## src/rtl/stream_pkg.sv

```systemverilog
// Shared types and defaults for the FIFO read-side stream engine.
//   DATA_WIDTH_DEF : default FIFO word / output data width
//   CNT_WIDTH_DEF  : default transfer counter width
//   occ_t          : output buffer occupancy (0..2)
//   credit_calc    : words committed to the output buffer after this cycle
package stream_pkg;

  localparam int DATA_WIDTH_DEF = 8;
  localparam int CNT_WIDTH_DEF  = 16;

  typedef logic [1:0] occ_t;

  // Buffered words plus the read in flight, minus the word leaving this cycle.
  // A pop implies occ >= 1, so the result never underflows.
  function automatic logic [2:0] credit_calc(input occ_t occ, input logic inflight,
                                             input logic pop);
    return {1'b0, occ} + {2'b0, inflight} - {2'b0, pop};
  endfunction

endpackage

```

## src/rtl/fifo_rd_stream_skid_buf2.sv

```systemverilog
// Two-entry register buffer holding words between the FIFO read port and the
// output stream.
//   clk, rst     : clock, asynchronous active-low reset
//   clear        : synchronous discard of all entries (wins over push/pop)
//   push         : write push_data at tail
//   push_data    : word to store
//   pop          : retire the head entry
//   occ          : number of valid entries
//   head_data    : word at head (meaningful when occ != 0)
module skid_buf2
  import stream_pkg::*;
#(
  parameter int DATA_WIDTH = DATA_WIDTH_DEF
) (
  input  logic                  clk,
  input  logic                  rst,
  input  logic                  clear,
  input  logic                  push,
  input  logic [DATA_WIDTH-1:0] push_data,
  input  logic                  pop,
  output occ_t                  occ,
  output logic [DATA_WIDTH-1:0] head_data
);

  logic [DATA_WIDTH-1:0] mem0;
  logic [DATA_WIDTH-1:0] mem1;
  logic                  head;
  logic                  tail;

  always_ff @(posedge clk or negedge rst) begin
    if (!rst) begin
      mem0 <= '0;
      mem1 <= '0;
      head <= 1'b0;
      tail <= 1'b0;
      occ  <= '0;
    end else if (clear) begin
      // Stored words are left in place; they are unreachable once occ is 0.
      head <= 1'b0;
      tail <= 1'b0;
      occ  <= '0;
    end else begin
      if (push) begin
        if (tail) mem1 <= push_data;
        else      mem0 <= push_data;
        tail <= ~tail;
      end
      if (pop) head <= ~head;
      case ({push, pop})
        2'b10:   occ <= occ + 2'd1;
        2'b01:   occ <= occ - 2'd1;
        default: occ <= occ;
      endcase
    end
  end

  assign head_data = head ? mem1 : mem0;

endmodule

```

## src/rtl/fifo_rd_stream.sv

```systemverilog
// Read-side stream engine: pulls words from a FIFO with one cycle of read
// latency and presents them on a valid/ready stream at up to one word per
// cycle, counting accepted transfers.
//   clk          : clock, all state on rising edge
//   rst          : asynchronous active-low reset
//   flush        : synchronous discard of buffered and in-flight words
//   fifo_empty   : FIFO empty flag
//   fifo_rd_en   : FIFO read strobe (data arrives next cycle)
//   fifo_rd_data : FIFO read data
//   out_valid    : output word available
//   out_ready    : downstream accept
//   out_data     : output word
//   xfer_cnt     : accepted words, wraps modulo 2^CNT_WIDTH
module fifo_rd_stream
  import stream_pkg::*;
#(
  parameter int DATA_WIDTH = DATA_WIDTH_DEF,
  parameter int CNT_WIDTH  = CNT_WIDTH_DEF
) (
  input  logic                  clk,
  input  logic                  rst,
  input  logic                  flush,
  input  logic                  fifo_empty,
  output logic                  fifo_rd_en,
  input  logic [DATA_WIDTH-1:0] fifo_rd_data,
  output logic                  out_valid,
  input  logic                  out_ready,
  output logic [DATA_WIDTH-1:0] out_data,
  output logic [CNT_WIDTH-1:0]  xfer_cnt
);

  occ_t       occ;
  logic       inflight;
  logic       pop;
  logic       push;
  logic [2:0] credit;

  assign out_valid = (occ != 2'd0);
  assign pop       = out_valid & out_ready;
  assign credit    = credit_calc(occ, inflight, pop);

  // Issue a read only if the word can land in the buffer even with no pop
  // next cycle; rst gating keeps the strobe low during reset.
  assign fifo_rd_en = rst & ~flush & ~fifo_empty & (credit < 3'd2);

  // A word returning during flush belongs to the discarded stream.
  assign push = inflight & ~flush;

  skid_buf2 #(
    .DATA_WIDTH(DATA_WIDTH)
  ) u_buf (
    .clk      (clk),
    .rst      (rst),
    .clear    (flush),
    .push     (push),
    .push_data(fifo_rd_data),
    .pop      (pop),
    .occ      (occ),
    .head_data(out_data)
  );

  always_ff @(posedge clk or negedge rst) begin
    if (!rst) begin
      inflight <= 1'b0;
    end else begin
      inflight <= fifo_rd_en;
    end
  end

  // A pop coinciding with flush was accepted downstream, so it still counts.
  always_ff @(posedge clk or negedge rst) begin
    if (!rst) begin
      xfer_cnt <= '0;
    end else if (pop) begin
      xfer_cnt <= xfer_cnt + CNT_WIDTH'(1);
    end
  end

endmodule

```

## config.mk

```make
export PLATFORM = sky130hd
export DESIGN_NAME = fifo_rd_stream
export DESIGN_NICKNAME = d
export VERILOG_FILES = /design/src/rtl/stream_pkg.sv /design/src/rtl/fifo_rd_stream_skid_buf2.sv /design/src/rtl/fifo_rd_stream.sv
export SDC_FILE = /design/constraint.sdc
export NUM_CORES = 1
export LEC_CHECK = 0
export CORE_MARGIN = 2
export CORE_UTILIZATION = 50
export CTS_BUF_LIST = sky130_fd_sc_hd__clkbuf_4 sky130_fd_sc_hd__clkbuf_8
export DETAILED_ROUTE_END_ITERATION = 6
export PLACE_DENSITY = 0.79
export SKIP_CTS_REPAIR_TIMING = 1
export SYNTH_ARGS = -nofsm -noshare
export SYNTH_HDL_FRONTEND = slang
export SYNTH_SLANG_ARGS = --single-unit
```

## constraint.sdc

```tcl
create_clock -name clk -period 3.22 [get_ports clk]
set_clock_uncertainty 0.05 [all_clocks]
set_input_delay 0.483 -clock clk [delete_from_list [all_inputs] [get_ports clk]]
set_output_delay 0.483 -clock clk [all_outputs]
set_load 0.01 [all_outputs]
```

==> results.md <==
- Status: finished clean
- Final ANT Viol Nets: 0
- Largest family of logic cells by synthesized area: multiplexers
- CTS buffer count: 5
- DR WL/cell: 13.7 um
- Final Net Count: 197
- Setup crit start: u_buf.occ[0]
- Post-route core utilization: 0.672
- CP Launch Type: flop
- Worst R2R Start: u_buf.occ[0]
- Inserted Diodes: 0
- Root Buffer Master: clkbuf_4
- Static Leak: 1.02 nW
- Die width: 62.8 um
- GRT Residual Overflow: 0
- H-tree depth: 2
- Power per Cell Area: 544 nW/um2
- Final hold slack: 0.183 ns
- Area of the core: 3340 um2
- Initial antenna violation count: 0
- First-pass GRT wire length: 5630 um
- Critical path fanouts, max: 2
- Post-Syn Area: 1730 um2
- Top cells by count, synth: 37 x dfrtp_1, 24 x mux2_2, 12 x xnor2_1
- Final Non-Filler Cells: 227
- Final setup viols: 0
- Clk sinks: 37
- Total routed wirelength: 3110 um
- Post-DP HPWL: 2320 um
- Synth cell types: 31
- Post-Synth XOR/XNOR Area: 0.101
- Multiplexer share of the synthesized area: 0.156
- Syn nets: 150
- Synth Area in Compound Gates: 0.0159
- Slew Viols, Final: 0
- Share of layout cells above drive strength 1: 0.249
- Adder-cell share of the synthesized area: 0.0261
- Initial DRC count: 56
- Largest net degree at the start of global routing: 38
- Flop2flop setup slack: 1.11 ns
- Sequential-to-total area share from yosys stat: 0.536
- Min Tclk post-route: 3.03 ns
- Setup crit end kind: primary output
- Avg Cell Area, Syn: 12.9 um2
- WS Path Type: reg -> out
- Final hold violation count: 0
- FF-to-FF End: inflight
- Port buffer count: 38
- All-layer global routing usage: 0.188
- Fmax: 330 MHz
- Latest clock arrival within the worst-skew pair: 0.33 ns
- Initial Utilization: 0.518
- Worst-case reg-to-reg path depth: 8
- Fin crit share: 0.940
- Predominant post-synthesis flop cell: dfrtp_1
- RSZ-0062 raised after global routing: no
- GPL Wtd Cong: 0.815
- CTS tree: done
- Syn Inst Count: 134
- Layout area overhead: 29.8%
- Worst EP required: 2.69 ns
- Yosys top cell by area: dfrtp_1
- Post-synth EDFFs: 0
- Hold Crit Class: in -> async
- Cells taking the most area after synthesis: dfrtp_1 54%, mux2_2 16%, xnor2_1 6.1%, xor2_1 4.1%, nand2_1 1.7%
- Worst Tran Pin Value: 0.660 ns
- Most frequent cell after synthesis: dfrtp_1
- Die H: 62.8 um
- Asr flop ratio synth: 1.00
- YS warnings: 0
- Peak supply drop: 0.360 mV
- CTS clk-pin slew, worst paths: 0.10 ns
- #FFs+latches synth: 37
- Vias in the first global route: 1231
- Clock Path Buffers: 2
- Via count: 1169
- Std-Cell Rows: 21
- DRC: 0
- Pre-antenna DRT Iters: 4
- Max Cap Violations: 0
- Die footprint: 3940 um2
- Simple-Gate Fraction of Synth Area: 0.141
- Vias per cell: 5.15
- Critical path arrival: 2.49 ns
- Rel. slew slack: 0.558
- Synth top area share: 0.536
- Placed Cells: 219
- IO Pins: 39
-- cells in the final DEF (no fill, tap or decap), drive strengths merged --
master         Yosys  routed
o21ai              1       1
fa                 1       1
a41o               1       1
nor3b              1       1
nor3               3       3
or3                1       1
xor2               8       8
nand4              5       5
inv                6       6
mux2              24      24
and3               2       2
clkinv             1       1
a211oi             1       1
nand2              9       9
dfrtp             37      37
nand3b             1       1
clkbuf             1       7
xnor2             12      12
buf                1       5
nand2b             1       1
or2                1       1
nor4               2       2
nand4bb            1       1
nor2               8       8
clkdlybuf4s50      0      36
a21oi              1       1
nand3              2       2
dlymetal6s2s       0       1
ha                 2       2
-- critical path: stages (launching register included) --
cell and delay [ns]:
dfrtp_1 0.39, or2_2 0.31, nand2_2 0.11, clkinv_4 0.05
ha_1 0.26, nand2b_1 0.16, fa_1 0.49, nand4bb_1 0.09
nor2_1 0.14, dlymetal6s2s_1 0.17
-- worst max-delay path by stage --
stage                  to  depth (start not counted)
3_3_place_gp   fifo_rd_en                          9
2_1_floorplan  fifo_rd_en                          8
4_1_cts        fifo_rd_en                          9
3_5_place_dp   fifo_rd_en                          9
6_report       fifo_rd_en                          9
5_1_grt        fifo_rd_en                          9
-- power by group --
group          total, mW  switching, mW  internal, mW
combinational      0.360          0.131         0.229
sequential         0.611         0.0668         0.544
clock              0.250          0.138         0.112
-- per-stage QoR --
stage	power [mW]	area (um2)	worst slack, ns	TNS [ns]
floorplan	0.794	1730	0.544	0
global placement	0.967	2170	-0.0405	-0.0405
detailed placement	0.980	2170	-0.104	-0.104
CTS	1.23	2230	-0.293	-0.293
global route	1.30	2240	0.0452	0
finish	1.22	2240	0.192	0
-- final cells by class --
| type | count | area, um2 |
|---|---|---|
| tap | 46 | 57.6 |
| sequential | 37 | 926 |
| inverter | 7 | 31.3 |
| multi-input combinational | 88 | 762 |
| timing repair buffer | 42 | 408 |
| fill | 278 | 1090 |
| clock buffer | 7 | 58.8 |
-- routing by layer --
| metal | routed length (um) | part of all wire | vias up | GRT usage |
|---|---|---|---|---|
| li1 | - | - | 549 | - |
| met1 | 1320 | 0.43 | 584 | 0.227 |
| met4 | 48 | 0.015 | 0 | 0.0750 |
| met3 | 144 | 0.046 | 5 | 0.0541 |
| met2 | 1590 | 0.51 | 31 | 0.316 |
| met5 | 0 | 0 | - | 0 |
-- flip-flops by register name (all words and copies together), names as in the netlist --
signal	flops
u_buf.mem1	8
inflight	1
u_buf.tail	1
u_buf.mem0	8
xfer_cnt	16
u_buf.occ	2
u_buf.head	1
-- kinds of logic after synthesis --
| logic type | after synthesis |
|---|---|
| buffers and inverters | 9 |
| XOR/XNOR | 20 |
| multiplexers | 24 |
| adder cells (fa/ha/maj) | 3 |
| flip-flops | 37 |
| AO/OA/AOI/OAI | 4 |
| AND/OR/NAND/NOR | 37 |
Note: power is estimated with default switching activity, not from simulation.
